<file path="src/rtl/alu_ctrl_pkg.sv">
// rtl/alu_ctrl_pkg.sv - shared codes and FSM state type for the multi-cycle ALU control block
package alu_ctrl_pkg;

    // Operation class from the main decoder
    localparam logic [2:0] ALUOP_RTYPE = 3'd0;
    localparam logic [2:0] ALUOP_CLS1  = 3'd1;
    localparam logic [2:0] ALUOP_CLS2  = 3'd2;
    localparam logic [2:0] ALUOP_CLS3  = 3'd3;
    localparam logic [2:0] ALUOP_CLS4  = 3'd4;
    localparam logic [2:0] ALUOP_CLS5  = 3'd5;
    localparam logic [2:0] ALUOP_CLS6  = 3'd6;

    // R-type function field codes
    localparam logic [5:0] F_SRA   = 6'd3;
    localparam logic [5:0] F_SRAV  = 6'd7;
    localparam logic [5:0] F_MFHI  = 6'd16;
    localparam logic [5:0] F_MFLO  = 6'd18;
    localparam logic [5:0] F_MULT  = 6'd24;
    localparam logic [5:0] F_MULTU = 6'd25;
    localparam logic [5:0] F_DIV   = 6'd26;
    localparam logic [5:0] F_DIVU  = 6'd27;
    localparam logic [5:0] F_ADD   = 6'd32;
    localparam logic [5:0] F_SUB   = 6'd34;
    localparam logic [5:0] F_AND   = 6'd36;
    localparam logic [5:0] F_OR    = 6'd37;
    localparam logic [5:0] F_SLT   = 6'd42;

    // ALU control codes
    localparam logic [3:0] CTRL_AND     = 4'b0000;
    localparam logic [3:0] CTRL_OR      = 4'b0001;
    localparam logic [3:0] CTRL_ADD     = 4'b0010;
    localparam logic [3:0] CTRL_CLS4    = 4'b0011;
    localparam logic [3:0] CTRL_SLT     = 4'b0100;
    localparam logic [3:0] CTRL_SUB     = 4'b0110;
    localparam logic [3:0] CTRL_CLS1    = 4'b0111;
    localparam logic [3:0] CTRL_SRA     = 4'b1000;
    localparam logic [3:0] CTRL_SRAV    = 4'b1001;
    localparam logic [3:0] CTRL_CLS2    = 4'b1010;
    localparam logic [3:0] CTRL_CLS6    = 4'b1011;
    localparam logic [3:0] CTRL_HILO    = 4'b1100;
    localparam logic [3:0] CTRL_ILLEGAL = 4'b1111;

    // Multi-cycle sequencer states
    typedef enum logic [1:0] {
        ST_IDLE = 2'd0,
        ST_RUN  = 2'd1,
        ST_FIX  = 2'd2
    } state_t;

    // True for the four R-type ops that run on the iterative datapath
    function automatic logic is_muldiv(input logic [5:0] funct);
        return (funct == F_MULT) || (funct == F_MULTU) ||
               (funct == F_DIV)  || (funct == F_DIVU);
    endfunction

endpackage

</file>
<file path="src/rtl/iter_muldiv.sv">
// rtl/iter_muldiv.sv - one-bit-per-cycle shift-add multiplier / restoring divider with sign fix-up
module iter_muldiv #(
    parameter int DATA_W = 32
) (
    input  logic              clk,
    input  logic              rst,
    input  logic              start,
    input  logic              step,
    input  logic              is_div,
    input  logic              is_signed,
    input  logic [DATA_W-1:0] src1,
    input  logic [DATA_W-1:0] src2,
    output logic              last,
    output logic [DATA_W-1:0] res_hi,
    output logic [DATA_W-1:0] res_lo
);

    localparam int CNT_W = $clog2(DATA_W);

    logic [CNT_W-1:0]    cnt;
    logic                div_mode;
    logic                neg_q;
    logic                neg_r;
    logic                div_zero;
    logic [DATA_W-1:0]   mag_b;
    logic [DATA_W-1:0]   acc;
    logic [DATA_W-1:0]   shreg;

    logic                a_neg;
    logic                b_neg;
    logic [DATA_W:0]     mul_sum;
    logic [DATA_W:0]     div_shift;
    logic [DATA_W:0]     div_diff;
    logic [2*DATA_W-1:0] product;
    logic [2*DATA_W-1:0] product_fix;

    // Work on magnitudes; signs are reapplied once all bits are done.
    assign a_neg = is_signed & src1[DATA_W-1];
    assign b_neg = is_signed & src2[DATA_W-1];
    assign last  = (cnt == CNT_W'(DATA_W - 1));

    // Per-iteration arithmetic for both the multiply and the divide step
    always_comb begin
        mul_sum   = {1'b0, acc} + (shreg[0] ? {1'b0, mag_b} : '0);
        div_shift = {acc, shreg[DATA_W-1]};
        div_diff  = div_shift - {1'b0, mag_b};
    end

    // Operand capture on start, then one product/quotient bit per step
    always_ff @(posedge clk or posedge rst) begin
        if (rst) begin
            cnt      <= '0;
            div_mode <= 1'b0;
            neg_q    <= 1'b0;
            neg_r    <= 1'b0;
            div_zero <= 1'b0;
            mag_b    <= '0;
            acc      <= '0;
            shreg    <= '0;
        end else if (start) begin
            cnt      <= '0;
            div_mode <= is_div;
            neg_q    <= a_neg ^ b_neg;
            neg_r    <= a_neg;
            div_zero <= (src2 == '0);
            mag_b    <= b_neg ? -src2 : src2;
            acc      <= '0;
            shreg    <= a_neg ? -src1 : src1;
        end else if (step) begin
            if (div_mode) begin
                // No borrow means the shifted remainder covers the divisor.
                if (!div_diff[DATA_W]) begin
                    acc   <= div_diff[DATA_W-1:0];
                    shreg <= {shreg[DATA_W-2:0], 1'b1};
                end else begin
                    acc   <= div_shift[DATA_W-1:0];
                    shreg <= {shreg[DATA_W-2:0], 1'b0};
                end
            end else begin
                acc   <= mul_sum[DATA_W:1];
                shreg <= {mul_sum[0], shreg[DATA_W-1:1]};
            end
            cnt <= last ? '0 : cnt + 1'b1;
        end
    end

    // Sign fix-up and divide-by-zero substitution on the finished magnitudes
    always_comb begin
        product     = {acc, shreg};
        product_fix = neg_q ? -product : product;
        res_hi      = product_fix[2*DATA_W-1:DATA_W];
        res_lo      = product_fix[DATA_W-1:0];
        if (div_mode) begin
            // Remainder magnitude equals the dividend magnitude when dividing by zero,
            // so the same negation restores the original dividend.
            res_hi = neg_r ? -acc : acc;
            if (div_zero) begin
                res_lo = '1;
            end else begin
                res_lo = neg_q ? -shreg : shreg;
            end
        end
    end

endmodule

</file>
<file path="src/rtl/alu_ctrl_mc.sv">
// rtl/alu_ctrl_mc.sv - ALU control decode with multi-cycle mult/div sequencing and HI/LO registers
module alu_ctrl_mc
    import alu_ctrl_pkg::*;
#(
    parameter int DATA_W = 32,
    parameter int CTRL_W = 4
) (
    input  logic              clk_i,
    input  logic              rst_i,
    input  logic [5:0]        funct_i,
    input  logic [2:0]        ALUOp_i,
    input  logic              valid_i,
    input  logic [DATA_W-1:0] src1_i,
    input  logic [DATA_W-1:0] src2_i,
    output logic [CTRL_W-1:0] ALUCtrl_o,
    output logic              illegal_o,
    output logic              stall_o,
    output logic              hilo_sel_o,
    output logic [DATA_W-1:0] hilo_val_o,
    output logic [DATA_W-1:0] hi_o,
    output logic [DATA_W-1:0] lo_o
);

    state_t            state;
    logic [3:0]        ctrl;
    logic              illegal;
    logic              hilo_sel;
    logic              md_op;
    logic              accept;
    logic              md_last;
    logic [DATA_W-1:0] md_hi;
    logic [DATA_W-1:0] md_lo;
    logic [DATA_W-1:0] hi_q;
    logic [DATA_W-1:0] lo_q;

    // Combinational decode of ALUOp/funct; every unmapped pair is flagged illegal
    always_comb begin
        ctrl     = CTRL_ILLEGAL;
        illegal  = 1'b1;
        hilo_sel = 1'b0;
        md_op    = 1'b0;
        case (ALUOp_i)
            ALUOP_RTYPE: begin
                illegal = 1'b0;
                case (funct_i)
                    F_SRA:  ctrl = CTRL_SRA;
                    F_SRAV: ctrl = CTRL_SRAV;
                    F_ADD:  ctrl = CTRL_ADD;
                    F_SUB:  ctrl = CTRL_SUB;
                    F_AND:  ctrl = CTRL_AND;
                    F_OR:   ctrl = CTRL_OR;
                    F_SLT:  ctrl = CTRL_SLT;
                    F_MFHI, F_MFLO: begin
                        ctrl     = CTRL_HILO;
                        hilo_sel = 1'b1;
                    end
                    F_MULT, F_MULTU, F_DIV, F_DIVU: begin
                        ctrl  = CTRL_HILO;
                        md_op = 1'b1;
                    end
                    default: begin
                        ctrl    = CTRL_ILLEGAL;
                        illegal = 1'b1;
                    end
                endcase
            end
            ALUOP_CLS1: begin ctrl = CTRL_CLS1; illegal = 1'b0; end
            ALUOP_CLS2: begin ctrl = CTRL_CLS2; illegal = 1'b0; end
            ALUOP_CLS3: begin ctrl = CTRL_ADD;  illegal = 1'b0; end
            ALUOP_CLS4: begin ctrl = CTRL_CLS4; illegal = 1'b0; end
            ALUOP_CLS5: begin ctrl = CTRL_OR;   illegal = 1'b0; end
            ALUOP_CLS6: begin ctrl = CTRL_CLS6; illegal = 1'b0; end
            default: begin
                ctrl    = CTRL_ILLEGAL;
                illegal = 1'b1;
            end
        endcase
    end

    // Reset masks accept so stall drops the instant reset is asserted.
    assign accept     = !rst_i && valid_i && md_op && is_muldiv(funct_i) && (state == ST_IDLE);
    assign stall_o    = accept || (state != ST_IDLE);
    assign ALUCtrl_o  = CTRL_W'(ctrl);
    assign illegal_o  = illegal;
    assign hilo_sel_o = hilo_sel;
    assign hilo_val_o = hilo_sel ? ((funct_i == F_MFLO) ? lo_q : hi_q) : '0;
    assign hi_o       = hi_q;
    assign lo_o       = lo_q;

    // Sequencer: accept in IDLE, DATA_W iterations in RUN, one fix-up cycle in FIX
    always_ff @(posedge clk_i or posedge rst_i) begin
        if (rst_i) begin
            state <= ST_IDLE;
        end else begin
            case (state)
                ST_IDLE: if (accept) state <= ST_RUN;
                ST_RUN:  if (md_last) state <= ST_FIX;
                ST_FIX:  state <= ST_IDLE;
                default: state <= ST_IDLE;
            endcase
        end
    end

    // HI/LO commit only on leaving FIX, so an aborted op never touches them
    always_ff @(posedge clk_i or posedge rst_i) begin
        if (rst_i) begin
            hi_q <= '0;
            lo_q <= '0;
        end else if (state == ST_FIX) begin
            hi_q <= md_hi;
            lo_q <= md_lo;
        end
    end

    iter_muldiv #(
        .DATA_W (DATA_W)
    ) u_iter_muldiv (
        .clk       (clk_i),
        .rst       (rst_i),
        .start     (accept),
        .step      (state == ST_RUN),
        .is_div    (funct_i[1]),
        .is_signed (!funct_i[0]),
        .src1      (src1_i),
        .src2      (src2_i),
        .last      (md_last),
        .res_hi    (md_hi),
        .res_lo    (md_lo)
    );

endmodule
</file>
<file path="config.mk">
export PLATFORM = sky130hd
export DESIGN_NAME = alu_ctrl_mc
export DESIGN_NICKNAME = d
export VERILOG_FILES = /design/src/rtl/alu_ctrl_pkg.sv /design/src/rtl/iter_muldiv.sv /design/src/rtl/alu_ctrl_mc.sv
export SDC_FILE = /design/constraint.sdc
export NUM_CORES = 1
export LEC_CHECK = 0
export ABC_AREA = 1
export BUFFER_PORTS_ARGS = -buffer_cell sky130_fd_sc_hd__buf_4
export CAP_MARGIN = 25
export CORE_ASPECT_RATIO = 1.1
export CORE_MARGIN = 2
export CORE_UTILIZATION = 55
export CTS_CLUSTER_DIAMETER = 150
export DETAILED_ROUTE_END_ITERATION = 10
export GPL_TIMING_DRIVEN = 1
export MAX_ROUTING_LAYER = met4
export PLACE_DENSITY = 0.78
export SYNTH_ARGS = -nofsm -noshare
export SYNTH_HDL_FRONTEND = slang
export SYNTH_HIERARCHICAL = 1
export SYNTH_SLANG_ARGS = --single-unit
</file>
<file path="constraint.sdc">
create_clock -name clk_i -period 3.6 [get_ports clk_i]
set_input_delay 0.72 -clock clk_i [delete_from_list [all_inputs] [get_ports clk_i]]
set_output_delay 0.72 -clock clk_i [all_outputs]
set_load 0.01 [all_outputs]
</file>
==> results.cfg, run 1 <==
[power]
power.density_nw_per_um2 = 641
ir_drop_mv = 0.448
p_total_mw = 12.8
cellLeakagePower_nw = 10.8

[floorplanning]
die_h_um = 192
die_width_um = 175
start_util_pct = 56.1
ioPinCount = 179
row_count = 68
dieArea_um2 = 33600
core_um2 = 31500

[sta]
max_slew_margin_pct = 38.5
clock_skew_ps = 16.6
setup_viol = 0
period_share_pct = 84.6
worst_slew_pin_slew_ps = 923
clock.fmax_mhz = 328
slew_violations = 0
tns_ps = 0
hold_viol_final = 0
rsz0062_at_grt = false
min_period_ps = 3050

[detailed_routing]
drt_iter0_drc = 1887
avgViaCountPerCell = 5.78
vias = 20200
drcViolationCount = 0
antenna_left = 0
drt-pass1-iter-count = 6
wire_per_inst_um = 19.1
routed_wl_mm = 66.6

[synth]
ys.warnings.count = 6
netlist.area_leader.share_pct = 24.2
ys_types = 55
syn_area_um2 = 17700
synth_seq_cells = 171
yosysSeqAreaShare_pct = 24.2
synth_common_cells = 854 x nand2_1, 404 x inv_1, 346 x nor2_1
synth.most_common_cell = nand2_1
synth-edff-count = 0
synth_flop_cell = dfrtp_1
synth_top_area_cell = dfrtp_1
netlist_instances = 2919
syn_nets = 3067
syn_area_per_cell_um2 = 6.05
synthArstFlopShare_pct = 100
synthTopCellsByArea = dfrtp_1 24%, nand2_1 18%, inv_1 8.6%

[clock_network]
postCtsSetupBuffers = 0
cts-buffers-inserted = 17
clkLatencyLatePin_ps = 470
clockBufferDepth = 2
cts-resized-gates = 0
clockRootBuffer = clkbuf_16
clk_pin_slew_ps = 70
htreeDepth = 4
tritoncts = done
hold_buffers = 0
cts_sinks = 171

[finish]
drive_above_1_share_pct = 11.8
layout.nets = 3205
syn2layout_area_growth_pct = 13.1

[setup_path]
crit_fanout = 30
critPathKind = flip-flop to flip-flop
startpoint_type = flip-flop
crit_required_ps = 3940
cp.arrival_ps = 3390
critical_path.endpoint_type = flip-flop

[global_routing]
grt_pass1_vias = 19300
grt_first_pass_wirelength_mm = 102
antenna_found_initial = 1
grt_max_degree = 81
overflow = 0
track_usage_pct = 40.8

[placement]
gp_congestion = 1.10
port_buffers = 178
hpwlAfterDp_mm = 52.6

[flow_run]
cap_violations = 0

[min_path]
hold_path_class = primary input to async pin

[run_status]
run_status = completed
-- layout make-up --
cell class,instances,area [um2]
fillers,3053,11500
multi-input cells,2242,11400
flip-flops and latches,171,4280
repair buffers,213,1610
inverters,412,1560
well taps,420,526
clock buffers,19,453
clock inverters,13,128
diodes,1,2.50
-- metal layers --
metal / up-vias / GRT usage (%) / routed length (um)
met5: - / - / 0
met4: 0 / 31.9 / 6030
met3: 310 / 5.98 / 4870
met2: 984 / 68.8 / 32000
met1: 9248 / 43.3 / 23700
li1: 9640 / - / -
-- logic make-up after synthesis --
kind of cell,Yosys count,share of synthesized area [%]
AO/OA/AOI/OAI,486,15.2
AND/OR/NAND/NOR,1543,36.5
buffers and inverters,506,11.3
flip-flops,171,24.2
XOR/XNOR,93,4.61
multiplexers,48,3.06
adder cells (fa/ha/maj),72,5.19
-- cells in the final DEF (no fill, tap or decap), drive strengths merged, types with 7 or more instances in the layout --
cell type,n
a21o,7
a21oi,165
a22oi,14
a31oi,23
buf,213
clkbuf,19
clkinv,7
dfrtp,171
ha,70
inv,414
mux2,48
nand2,866
nand3,223
nand3b,16
nand4,30
nor2,356
nor3,35
nor4,7
o21ai,245
o21bai,13
or2,9
xnor2,25
xor2,68
-- flip-flops by register name (all words and copies together) (netlist names) --
register                flops
state                       2
u_iter_muldiv/shreg        32
u_iter_muldiv/mag_b        32
u_iter_muldiv/acc          32
u_iter_muldiv/div_mode      1
u_iter_muldiv/div_zero      1
hi_o                       32
u_iter_muldiv/cnt           5
u_iter_muldiv/neg_r         1
u_iter_muldiv/neg_q         1
lo_o                       32
-- through the flow --
stage / instance area [um2] / hold slack, ps / setup WS [ps] / instances / util [%]
2_1_floorplan: 17700 / 453 / 119 / 2919 / -
3_3_place_gp: 19400 / 488 / 677 / 3458 / 61.6
3_5_place_dp: 19400 / 501 / 610 / 3458 / 61.6
4_1_cts: 20000 / 485 / 605 / 3490 / 63.4
5_1_grt: 20000 / 514 / 281 / 3491 / 63.4
6_report: 20000 / 478 / 553 / 3491 / 63.4
-- worst max-delay path: stages, from the launching register on --
cell,delay [ps]
dfrtp_1,420
inv_1,130
ha_1,230
fa_1,360
inv_1,80
nand2_1,70
nand2_1,130
nand3_1,90
nand2_1,110
nand2_1,70
nand2_2,100
nand2_2,90
nand3_1,170
nand2_2,400
nand2_1,170
nand2_1,70
o21ai_1,140
nand2_1,60
-- worst paths after layout --
| check | from | endpoint | slack, ps | depth (start not counted) |
|---|---|---|---|---|
| worst max-delay path | u_iter_muldiv/shreg[31] | u_iter_muldiv/acc[13] | 550 | 17 |
| worst min-delay path | rst_i | u_iter_muldiv/acc[5] | 480 | 2 |
| worst max register to register | u_iter_muldiv/shreg[31] | u_iter_muldiv/acc[13] | 550 | 17 |
| worst min register to register | state[1] | state[1] | 510 | 1 |
| max in group asynchronous | rst_i | u_iter_muldiv/acc[30] | 2390 | 3 |
| min in group clk_i | state[1] | state[1] | 510 | 1 |
-- where the power goes --
group / switching (mW) / internal [mW] / total (mW)
Clock: 0.888 / 1.01 / 1.89
Sequential: 0.942 / 2.47 / 3.41
Combinational: 4.96 / 2.53 / 7.49
Note: power is estimated with default switching activity, not from simulation.
==> inputs of run 2 (changes only) <==
PLACE_DENSITY = 0.75   (was 0.78)
clock period = 3.13 ns   (was 3.6 ns; I/O delays follow)
==> results.cfg, run 2 (synthesis gave the netlist of run 1 again) <==
[power]
sw_frac_of_total_pct = 53.2
power_frac_comb_pct = 59.6
cellLeakagePower_nw = 10.9
ir_drop_mv = 0.549
power.internal_mw = 6.89
p_seq_share_pct = 25.6
power.density_nw_per_um2 = 730
netSwitchingPower_mw = 7.82
p_total_mw = 14.7
power_frac_clock_pct = 14.8

[clock_network]
htreeDepth = 4
hold_buffers = 0
cts-buffers-inserted = 17
clk_pin_slew_ps = 80
cts_sinks = 171
clkLatencyLatePin_ps = 470
clockRootBuffer = clkbuf_16
tritoncts = done
postCtsSetupBuffers = 0
clockBufferDepth = 2

[setup_path]
r2r_cells = 14
startpoint_type = flip-flop
ff2ff_setup_slack_ps = 330
critPathKind = flip-flop to flip-flop
crit_required_ps = 3480
reg2reg_to = u_iter_muldiv/acc[27]
critical_path.n_buffers_inverters = 3
cp.arrival_ps = 3150
crit_fanout = 19
timing.critical_path.slowest_cell_delay_ps = 410
rr_startpoint = u_iter_muldiv/shreg[0]
critical_path.most_common_cell = nand2_1
cp_slowest_cell = ha_1
crit_family = simple AND/OR/NAND/NOR gates
path_cells = buf_4, buf_4, nand2_1, inv_1, ha_1, nand2_1, nor2_1, nand2_1, nor4_1, nand2_1, nand3_1, nand3_1, nand3_1, nand2_1
critical_path.endpoint_type = flip-flop

[finish]
fin_cells = 3509
layout.nets = 3224
syn2layout_area_growth_pct = 14.2
drive_above_1_share_pct = 12.4
layout_common_cells = 853 x nand2_1, 402 x inv_1, 344 x nor2_1
diodes = 0
layout_commonest_cell = nand2_1

[floorplanning]
core_um2 = 31500
dieArea_um2 = 33600
start_util_pct = 56.1
die_width_um = 175
die_h_um = 192
row_count = 68
ioPinCount = 179

[detailed_routing]
wire_per_inst_um = 18.5
drt-pass1-iter-count = 9
antenna_left = 0
routed_wl_mm = 65.0
drcViolationCount = 0
drt_iter0_drc = 1865
vias = 20100
avgViaCountPerCell = 5.72

[sta]
max_slew_margin_pct = 38.5
slew_violations = 0
min_period_ps = 2800
clock.fmax_mhz = 357
tns_ps = 0
period_share_pct = 89.4
hold_viol_final = 0
rsz0062_at_grt = false
worst_slew_pin_slew_ps = 923
clock_skew_ps = 18.5
setup_viol = 0

[global_routing]
track_usage_pct = 39.6
grt_first_pass_wirelength_mm = 100
grt_max_degree = 81
grt_pass1_vias = 19200
overflow = 0
antenna_found_initial = 0

[placement]
dp.cells = 3477
hpwlAfterDp_mm = 51.9
port_buffers = 178
gp_congestion = 1.07

[flow_run]
cap_violations = 0

[min_path]
hold_path_class = primary input to async pin

[run_status]
run_status = completed
## run 2: power groups by stage
stage	logic, mW	registers (mW)	clock network (mW)
2_1_floorplan	5.67	3.54	0
3_3_place_gp	8.42	3.74	0
3_5_place_dp	8.56	3.77	0
4_1_cts	8.61	3.73	2.18
5_1_grt	9.69	3.82	2.28
6_report	8.77	3.77	2.17
## run 2: worst max path at each step
stage                                 start               endpoint  slack, ps  depth (start not counted)
floorplan                             rst_i   u_iter_muldiv/acc[0]        -10                          9
detailed placement  u_iter_muldiv/shreg[31]  u_iter_muldiv/acc[21]        300                         17
global placement    u_iter_muldiv/shreg[31]  u_iter_muldiv/acc[24]        400                         18
CTS                 u_iter_muldiv/shreg[31]  u_iter_muldiv/acc[12]        250                         18
global route        u_iter_muldiv/shreg[31]   u_iter_muldiv/acc[1]         60                         17
finish               u_iter_muldiv/shreg[0]  u_iter_muldiv/acc[27]        330                         14
## run 2: layer usage
metal	vias to the layer above	wire (um)	GRT usage, %
met5	-	0	-
met4	0	5760	31.8
met3	276	4320	5.84
met2	883	31500	66.4
met1	9245	23400	42.0
li1	9671	-	-
## run 2: timing repair
item	4_1_cts	5_1_grt
setup endpoints to repair	0	26
endpoints found under the hold margin	0	0
resized for setup	0	3
## run 2: final cells by class
cell class              count  area, um2
fillers                  3015      11300
multi-input cells        2242      11400
well taps                 420        526
inverters                 412       1560
flip-flops and latches    171       4280
clock buffers              17        425
clock inverters            15        151
repair buffers            232       1790
## run 2: through the flow
step                      cell area [um2]  utilization, %  hold WS [ps]  setup slack (ps)
after detailed placement            19600            62.1           506               301
after CTS                           20100            64.0           111               249
after global routing                20200            64.0           113              59.7
after floorplan                     17700               -           453             -14.4
after global placement              19600            62.1           487               398
final                               20200            64.0           121               332
